<file path="src/rtl/lsu_axi_master_pkg.sv">
// Shared definitions for the load/store unit AXI master: access-type codes,
// AXI size/response codes, FSM state type and small op-decode helpers.
package lsu_axi_master_pkg;

    // Access-type encoding driven by the memory stage.
    localparam logic [3:0] MEM_NO_RW = 4'd0;
    localparam logic [3:0] MEM_LB    = 4'd1;
    localparam logic [3:0] MEM_LH    = 4'd2;
    localparam logic [3:0] MEM_LW    = 4'd3;
    localparam logic [3:0] MEM_LBU   = 4'd4;
    localparam logic [3:0] MEM_LHU   = 4'd5;
    localparam logic [3:0] MEM_SB    = 4'd6;
    localparam logic [3:0] MEM_SH    = 4'd7;
    localparam logic [3:0] MEM_SW    = 4'd8;

    // AXI AxSIZE encodings.
    localparam logic [2:0] SIZE_B = 3'd0;
    localparam logic [2:0] SIZE_H = 3'd1;
    localparam logic [2:0] SIZE_W = 3'd2;

    localparam logic [1:0] RESP_OKAY = 2'b00;

    typedef enum logic [2:0] {
        ST_IDLE,
        ST_WADDR,
        ST_WRESP,
        ST_RADDR,
        ST_RDATA,
        ST_DONE
    } lsu_state_e;

    function automatic logic op_is_store(input logic [3:0] op);
        return (op == MEM_SB) || (op == MEM_SH) || (op == MEM_SW);
    endfunction

    function automatic logic op_is_load(input logic [3:0] op);
        return (op == MEM_LB) || (op == MEM_LH) || (op == MEM_LW) ||
               (op == MEM_LBU) || (op == MEM_LHU);
    endfunction

    function automatic logic [2:0] op_size(input logic [3:0] op);
        case (op)
            MEM_LH, MEM_LHU, MEM_SH: return SIZE_H;
            MEM_LW, MEM_SW:          return SIZE_W;
            default:                 return SIZE_B;
        endcase
    endfunction

    // Halves must sit on even addresses, words on multiples of four.
    function automatic logic op_misaligned(input logic [3:0] op, input logic [1:0] addr_lo);
        case (op_size(op))
            SIZE_H:  return addr_lo[0];
            SIZE_W:  return addr_lo != 2'b00;
            default: return 1'b0;
        endcase
    endfunction

endpackage

</file>
<file path="src/rtl/lsu_axi_master_lane_align.sv">
// Combinational byte-lane steering between the 32-bit pipeline view and the
// DATA_W-wide AXI data bus: store strobes/data and load extraction/extension.
module lsu_lane_align
    import lsu_axi_master_pkg::*;
#(
    parameter  int DATA_W = 32,
    localparam int STRB_W = DATA_W / 8,
    localparam int OFF_W  = $clog2(STRB_W)
) (
    input  logic [3:0]        op_i,
    input  logic [OFF_W-1:0]  off_i,
    input  logic [31:0]       st_data_i,
    input  logic [DATA_W-1:0] bus_rdata_i,
    output logic [STRB_W-1:0] bus_wstrb_o,
    output logic [DATA_W-1:0] bus_wdata_o,
    output logic [31:0]       ld_data_o
);

    logic [STRB_W-1:0] base_strb;
    logic [DATA_W-1:0] rep_data;
    logic [31:0]       lane;

    // Store side: the value is replicated on every lane so the slave can pick
    // it from whichever lane the strobes select; non-stores drive nothing.
    always_comb begin
        base_strb = '0;
        rep_data  = '0;
        case (op_size(op_i))
            SIZE_B: begin
                base_strb = STRB_W'(4'h1);
                rep_data  = {STRB_W{st_data_i[7:0]}};
            end
            SIZE_H: begin
                base_strb = STRB_W'(4'h3);
                rep_data  = {(STRB_W/2){st_data_i[15:0]}};
            end
            default: begin
                base_strb = STRB_W'(4'hF);
                rep_data  = {(STRB_W/4){st_data_i}};
            end
        endcase
        bus_wstrb_o = '0;
        bus_wdata_o = '0;
        if (op_is_store(op_i)) begin
            bus_wstrb_o = base_strb << off_i;
            bus_wdata_o = rep_data;
        end
    end

    assign lane = 32'(bus_rdata_i >> {off_i, 3'b000});

    // Load side: shift the addressed lane down, then sign/zero extend.
    always_comb begin
        case (op_i)
            MEM_LB:  ld_data_o = {{24{lane[7]}}, lane[7:0]};
            MEM_LBU: ld_data_o = {24'h0, lane[7:0]};
            MEM_LH:  ld_data_o = {{16{lane[15]}}, lane[15:0]};
            MEM_LHU: ld_data_o = {16'h0, lane[15:0]};
            MEM_LW:  ld_data_o = lane;
            default: ld_data_o = '0;
        endcase
    end

endmodule

</file>
<file path="src/rtl/lsu_axi_master.sv">
// Load/store unit bus master: one memory-stage request becomes one AXI4-Lite
// write (AW/W/B) or read (AR/R) transaction, answered by a single-cycle
// response pulse carrying extended load data and an error flag.
//
// state | meaning
// IDLE  | ready for a request
// WADDR | AW and W offered, each retired on its own handshake
// WRESP | waiting for the write response
// RADDR | AR offered
// RDATA | waiting for read data
// DONE  | one-cycle response pulse
module lsu_axi_master
    import lsu_axi_master_pkg::*;
#(
    parameter  int ADDR_W = 32,
    parameter  int DATA_W = 32,
    localparam int STRB_W = DATA_W / 8
) (
    input  logic              clk,
    input  logic              rst,
    input  logic              req_valid,
    output logic              req_ready,
    input  logic [3:0]        req_op,
    input  logic [ADDR_W-1:0] req_addr,
    input  logic [31:0]       req_wdata,
    output logic              resp_valid,
    output logic [31:0]       resp_rdata,
    output logic              resp_err,
    output logic              io_master_awvalid,
    input  logic              io_master_awready,
    output logic [ADDR_W-1:0] io_master_awaddr,
    output logic [2:0]        io_master_awsize,
    output logic              io_master_wvalid,
    input  logic              io_master_wready,
    output logic [DATA_W-1:0] io_master_wdata,
    output logic [STRB_W-1:0] io_master_wstrb,
    input  logic              io_master_bvalid,
    output logic              io_master_bready,
    input  logic [1:0]        io_master_bresp,
    output logic              io_master_arvalid,
    input  logic              io_master_arready,
    output logic [ADDR_W-1:0] io_master_araddr,
    output logic [2:0]        io_master_arsize,
    input  logic              io_master_rvalid,
    output logic              io_master_rready,
    input  logic [DATA_W-1:0] io_master_rdata,
    input  logic [1:0]        io_master_rresp
);

    localparam int OFF_W = $clog2(STRB_W);

    lsu_state_e        state_q, state_d;
    logic [3:0]        op_q, op_d;
    logic [ADDR_W-1:0] addr_q, addr_d;
    logic [31:0]       st_data_q, st_data_d;
    logic              aw_done_q, aw_done_d;
    logic              w_done_q, w_done_d;
    logic [31:0]       rdata_q, rdata_d;
    logic              err_q, err_d;
    logic [31:0]       ld_data;

    lsu_lane_align #(.DATA_W(DATA_W)) u_lane_align (
        .op_i        (op_q),
        .off_i       (addr_q[OFF_W-1:0]),
        .st_data_i   (st_data_q),
        .bus_rdata_i (io_master_rdata),
        .bus_wstrb_o (io_master_wstrb),
        .bus_wdata_o (io_master_wdata),
        .ld_data_o   (ld_data)
    );

    assign io_master_awaddr = addr_q;
    assign io_master_araddr = addr_q;
    // op_q clears to no-op on reset, so both sizes read zero there.
    assign io_master_awsize = op_is_store(op_q) ? op_size(op_q) : 3'd0;
    assign io_master_arsize = op_is_load(op_q)  ? op_size(op_q) : 3'd0;
    assign resp_rdata       = (state_q == ST_DONE) ? rdata_q : 32'h0;
    assign resp_err         = (state_q == ST_DONE) && err_q;

    // Next-state, handshake bookkeeping and channel valid/ready outputs.
    always_comb begin
        state_d           = state_q;
        op_d              = op_q;
        addr_d            = addr_q;
        st_data_d         = st_data_q;
        aw_done_d         = aw_done_q;
        w_done_d          = w_done_q;
        rdata_d           = rdata_q;
        err_d             = err_q;
        req_ready         = 1'b0;
        resp_valid        = 1'b0;
        io_master_awvalid = 1'b0;
        io_master_wvalid  = 1'b0;
        io_master_bready  = 1'b0;
        io_master_arvalid = 1'b0;
        io_master_rready  = 1'b0;
        case (state_q)
            ST_IDLE: begin
                req_ready = 1'b1;
                if (req_valid && (op_is_store(req_op) || op_is_load(req_op))) begin
                    op_d      = req_op;
                    addr_d    = req_addr;
                    st_data_d = req_wdata;
                    aw_done_d = 1'b0;
                    w_done_d  = 1'b0;
                    rdata_d   = 32'h0;
                    err_d     = 1'b0;
                    if (op_misaligned(req_op, req_addr[1:0])) begin
                        err_d   = 1'b1;
                        state_d = ST_DONE;
                    end else if (op_is_store(req_op)) begin
                        state_d = ST_WADDR;
                    end else begin
                        state_d = ST_RADDR;
                    end
                end
            end
            ST_WADDR: begin
                io_master_awvalid = !aw_done_q;
                io_master_wvalid  = !w_done_q;
                if (io_master_awvalid && io_master_awready) aw_done_d = 1'b1;
                if (io_master_wvalid && io_master_wready)   w_done_d  = 1'b1;
                if (aw_done_d && w_done_d) state_d = ST_WRESP;
            end
            ST_WRESP: begin
                io_master_bready = 1'b1;
                if (io_master_bvalid) begin
                    err_d   = io_master_bresp != RESP_OKAY;
                    state_d = ST_DONE;
                end
            end
            ST_RADDR: begin
                io_master_arvalid = 1'b1;
                if (io_master_arready) state_d = ST_RDATA;
            end
            ST_RDATA: begin
                io_master_rready = 1'b1;
                if (io_master_rvalid) begin
                    err_d   = io_master_rresp != RESP_OKAY;
                    rdata_d = (io_master_rresp == RESP_OKAY) ? ld_data : 32'h0;
                    state_d = ST_DONE;
                end
            end
            ST_DONE: begin
                resp_valid = 1'b1;
                state_d    = ST_IDLE;
            end
            default: state_d = ST_IDLE;
        endcase
    end

    // State and request registers; reset aborts any transaction in flight.
    always_ff @(posedge clk or posedge rst) begin
        if (rst) begin
            state_q   <= ST_IDLE;
            op_q      <= MEM_NO_RW;
            addr_q    <= '0;
            st_data_q <= '0;
            aw_done_q <= 1'b0;
            w_done_q  <= 1'b0;
            rdata_q   <= '0;
            err_q     <= 1'b0;
        end else begin
            state_q   <= state_d;
            op_q      <= op_d;
            addr_q    <= addr_d;
            st_data_q <= st_data_d;
            aw_done_q <= aw_done_d;
            w_done_q  <= w_done_d;
            rdata_q   <= rdata_d;
            err_q     <= err_d;
        end
    end

endmodule

</file>
<file path="config.mk">
export PLATFORM = sky130hd
export DESIGN_NAME = lsu_axi_master
export DESIGN_NICKNAME = d
export VERILOG_FILES = /design/src/rtl/lsu_axi_master_pkg.sv /design/src/rtl/lsu_axi_master_lane_align.sv /design/src/rtl/lsu_axi_master.sv
export SDC_FILE = /design/constraint.sdc
export NUM_CORES = 1
export LEC_CHECK = 0
export CAP_MARGIN = 5
export CORE_AREA = 8 8 132 134
export CTS_CLUSTER_DIAMETER = 150
export CTS_CLUSTER_SIZE = 16
export DETAILED_ROUTE_END_ITERATION = 10
export DIE_AREA = 0 0 140 142
export DONT_BUFFER_PORTS = 1
export GPL_TIMING_DRIVEN = 0
export SETUP_SLACK_MARGIN = 0.15
export SLEW_MARGIN = 40
export SYNTH_ARGS = -nofsm -noshare
export SYNTH_HDL_FRONTEND = slang
export SYNTH_SLANG_ARGS = --single-unit
</file>
<file path="constraint.sdc">
create_clock -name clk -period 4.7 [get_ports clk]
set_input_delay 0.94 -clock clk [delete_from_list [all_inputs] [get_ports clk]]
set_output_delay 0.94 -clock clk [all_outputs]
set_load 0.03 [all_outputs]
</file>
Yosys cells after proc, flatten, opt, wreduce, memory -nomap -nowiden
Index checks and enable logic that the tools add are counted.
{"block": "totals", "regBits": 106}
{"block": "op_classes", "n_eq_ne": 29, "shifts": 2, "mux": 46, "reduce_logical": 38}
{"operator": "2-to-1 mux 32 bit", "n": 5}
{"operator": "case mux 32 bit (5 select lines)", "n": 1}
{"operator": "case mux 32 bit (2 select lines)", "n": 2}
{"operator": "equality test 4 x 3 -> 1 bit, second input constant", "n": 8}
{"operator": ">> shifter 32 x 5 -> 32 bit", "n": 1}
{"operator": "2-to-1 mux 3 bit", "n": 10}
{"operator": "2-to-1 mux 1 bit", "n": 18}
{"operator": "equality test 4 x 2 -> 1 bit, second input constant", "n": 4}
{"operator": "case mux 3 bit (5 select lines)", "n": 1}
{"operator": "logical OR 1 bit", "n": 13}
{"operator": "!= test 2 bit, second input constant", "n": 5}
{"operator": "nonzero test 2 bit", "n": 5}
{"operator": "equality test 3 x 2 -> 1 bit, second input constant", "n": 3}
{"operator": "equality test 4 x 1 -> 1 bit, second input constant", "n": 2}
{"operator": "equality test 4 bit, second input constant", "n": 2}
{"operator": "case mux 2 bit (2 select lines)", "n": 2}
{"operator": "case mux 4 bit (2 select lines)", "n": 1}
{"operator": "equality test 3 x 1 -> 1 bit, second input constant", "n": 2}
{"operator": "equality test 3 bit, second input constant", "n": 2}
{"operator": "zero test 3 bit", "n": 2}
{"operator": "case mux 1 bit (2 select lines)", "n": 3}
{"operator": "OR reduction 3 bit", "n": 2}
{"operator": "logical AND 1 bit", "n": 5}
{"operator": "AND reduction 5 bit", "n": 1}
{"operator": "other kinds (12)", "n": 15}

Logic depth before layout (Yosys ltp)
{"block": "depth", "word_depth": 16, "mapped_depth": 10, "ltp_nobuf": 9}

By module
A second synthesis with hierarchy kept.
{"block": "hier_totals", "cells_unflattened": 679, "area_unflattened_um2": 6606.3}
{"mod": "lsu_axi_master", "n_inst": 1, "cells_per_inst": 448, "area_per_inst_um2": 4954.8}
{"mod": "lsu_lane_align", "n_inst": 1, "cells_per_inst": 231, "area_per_inst_um2": 1651.6}

Worst setup path after synthesis
Ideal clock, no wire load.
{"block": "synth_timing", "path_kind": "flip-flop to output port", "from": "register addr_q[0] (netlist: io_master_araddr[0])", "to": "output io_master_wstrb[2]", "arrival_time_ns": 2.343, "required_time_ns": 3.760, "slack_ns": 1.417, "stages_incl_launch_ff": 6, "n_path_buf": 3, "cell_sequence": "dfrtp_1 > buf_2 > buf_1 > clkbuf_1 > a211oi_1 > a211oi_1"}
{"block": "synth_between", "elab_chain_cells": 2}
{"element": "start, declared", "line": "lsu_axi_master.sv:54", "text": "logic [ADDR_W-1:0] addr_q, addr_d;"}
{"element": "start signal, assigned", "line": "lsu_axi_master.sv:166", "text": "addr_q <= addr_d;"}
{"element": "left shift 4 x 2 -> 4 bit", "line": "lsu_axi_master_lane_align.sv:45", "text": "bus_wstrb_o = base_strb << off_i;"}
{"element": "2-to-1 mux 4 bit", "line": "lsu_axi_master_lane_align.sv:44", "text": "if (op_is_store(op_i)) begin"}
{"element": "end, declared", "line": "lsu_axi_master.sv:36", "text": "output logic [STRB_W-1:0] io_master_wstrb,"}
No other way between the ends.

Final worst setup path
{"block": "layout_timing", "from": "register addr_q[1] (netlist: io_master_araddr[1])", "to": "output io_master_wstrb[3]"}
The elaborated chain is that of the path after synthesis.

==> reports/qor.csv <==
metric;value;unit
Worst Skew;0.00666;ns
Worst Path Required;3.76;ns
worst vdd ir;438;uV
worst reg2reg path depth;5;
R2R Path End;rdata_q[7];
Multi-input gate area;2900;sq um
via count;5013;
wire length per cell;21.6;um
CP max FO;10;
RSZ-0062 raised after global routing;false;
Max Freq;231;MHz
total power;5020;uW
row cnt;46;
P_sw;2560;uW
setup TNS;0;ns
worst path cell trace;buf_2, buf_2, clkbuf_1, clkbuf_1, o21ai_0, a21oi_1;
Pins Over Slew Limit;0;
DR pass1 iterations;5;
outcome;finished clean;
vias in the first global route;5376;
remaining global-route overflow;0;
slowest CP cell;a21oi_1;
Die Wd;140;um
ys async rst share;100;%
Hold Vio Cnt, Final;0;
Post-DRT Antenna Nets;0;
CTS Buf Count;9;
static leakage;0.00312;uW
Hold Path Class;in -> async;
GP Congestion;0.827;
HPWL after DPL;15600;um
initial DRC count;280;
cts hold-fix bufs;0;
total wire length;19800;um
max cap viols;0;
Clk pin slew, worst setup/hold paths;0.07;ns
Core Box Area;15400;sq um
Vias/cell;5.48;
htree depth;3;
share of post-route cells with drive strength above 1;15.6;%
Top delay family on crit path;buffers and inverters;
initial antenna violation count;0;
slew margin rel.;48.0;%
Critical Path Max Stage Delay;0.65;ns
P_int;2460;uW
Starting Density;38.9;%
Power Dens Cells;753;nW/um^2
root buf cell;clkbuf_16;
Final period util;92.2;%
worst reg2reg path startpoint;io_master_araddr[0];
sequential power share;35.2;%
final core occ;43.3;%
EDFF count, synth;0;
clk_lat worst skew;0.35;ns
final critical-path required period;4.33;ns
count leader, synth;nand2_1;
clock network power share;16.6;%
most frequent cells after synthesis;nand2_1, dfrtp_1, a21oi_1, buf_4, and2_1;
TritonCTS clock tree;built;
antenna cell count;0;
NumNets Final;832;
Placed Cells;899;
DRC viols;0;
Net Sw Frac;51.0;%
yosys warns;0;
CP arrival;3.39;ns
CP endpoint kind;primary output;
Synth area leaders;dfrtp_1, nand2_1, buf_4, and2_1, o2bb2ai_1;
Layout Cells excl Fill;915;
DIE HEIGHT;142;um
Yosys top cell by area;dfrtp_1;
sequential fraction of the synthesis area;44.2;%
Post-Syn Instances;705;
port bufs;0;
area added between synthesis and finish;11.2;%
synthesis-stage register bit count;106;
Cell variety after synth;55;
post-synth top area share;44.2;%
first-pass GRT wire length;31100;um
setup slack, reg-to-reg;2.02;ns
CTS Buffer Depth;2;
Die ar.;19900;sq um
type of the worst setup path;reg -> out;
total track usage;20.0;%
Avg Cell Area, Syn;8.52;sq um
CP Launch Point;io_master_araddr[1];
cell depth of the worst setup path;6;
Worst Tran Pin Value;0.783;ns
Setup Buffers After CTS;0;
Comb power frac;48.3;%
type of origin of the critical path;flip-flop;
largest net degree at the start of global routing;73;
I/O pin count;258;
# setup viols final;0;
WP buf/inv;4;
Mapped Area;6000;sq um
ys flop type;dfrtp_1;
number of gates resized after CTS;0;
fill count;1571;
worst setup path endpoint;io_master_wstrb[3];
Clock Sink Count;106;
register cell area after layout;2650;sq um
==> final cells by class <==
cell class,count,area share [%]
timing repair buffer,1,0.412
tap,192,3.60
buffer,84,7.31
multi-input combinational,507,43.4
clock inverter,6,1.33
clock buffer,10,3.58
sequential,106,39.7
inverter,9,0.618
==> kinds of logic after synthesis <==
family	synth area share, %
flops	44.2
fa+ha+maj	0.417
mux	4.92
compound gates	14.7
simple gates	27.1
buf+inv	8.69
other cells	0.0625
==> cells in the final DEF (no fill, tap or decap), drive strengths merged, types with 2 or more instances in the layout <==
master    synthesis  routed
nand2           229     229
dfrtp           106     106
buf              56      57
a21oi            42      42
clkbuf           28      38
and2             35      35
nor3             24      24
o2bb2ai          23      23
nor2             20      20
mux2i            16      16
a221o            16      16
o21ai            15      15
nor2b            12      12
o22ai            10      10
mux2             10      10
inv               9      10
nand3             9       9
nand3b            4       4
or3b              4       4
nand2b            3       3
a21o              3       3
o31ai             3       3
a31oi             2       2
or2               2       2
ha                2       2
conb              1       2
bufinv            0       2
clkinvlp          0       2
nor3b             2       2
a211oi            2       2
nor4b             2       2
==> how the worst min path moves through the flow <==
stage | from | endpoint | slack [ns] | cells after the start
2_1_floorplan | st_data_q[16] | st_data_q[16] | 0.45 | 2
3_3_place_gp | st_data_q[21] | st_data_q[21] | 0.46 | 2
3_5_place_dp | st_data_q[21] | st_data_q[21] | 0.46 | 2
4_1_cts | rst | rdata_q[7] | 0.39 | 1
5_1_grt | rst | rdata_q[7] | 0.41 | 1
6_report | rst | rdata_q[7] | 0.40 | 1
==> layer usage <==
layer,wire [um],GRT usage (%),up-vias
met3,2150,8.29,30
met1,8170,23.7,2379
li1,-,-,2373
met4,500,8.23,0
met2,8950,31.6,231
met5,0,0,-
==> sequential cells by signal (all words and copies together) (netlist names) <==
| register | flops |
|---|---|
| rdata_q | 32 |
| aw_done_q | 1 |
| op_q | 4 |
| w_done_q | 1 |
| io_master_araddr | 32 |
| err_q | 1 |
| st_data_q | 32 |
| state_q | 3 |
==> metrics by stage <==
stage	setup WS, ns	cell area [sq um]	hold slack (ns)
after floorplan	0.971	6010	0.446
after global placement	-0.201	6250	0.460
after detailed placement	0.760	6350	0.462
after CTS	0.366	6680	0.394
after global routing	0.179	6680	0.408
final	0.367	6680	0.398
==> power by group through the flow <==
stage / Combinational (uW) / Clock (uW) / Sequential, uW
5_1_grt: 2650 / 885 / 1820
3_5_place_dp: 2440 / 0 / 1790
4_1_cts: 2450 / 857 / 1770
2_1_floorplan: 1950 / 0 / 1680
3_3_place_gp: 2360 / 0 / 1780
6_report: 2430 / 832 / 1770
Note: power is estimated with default switching activity, not from simulation.
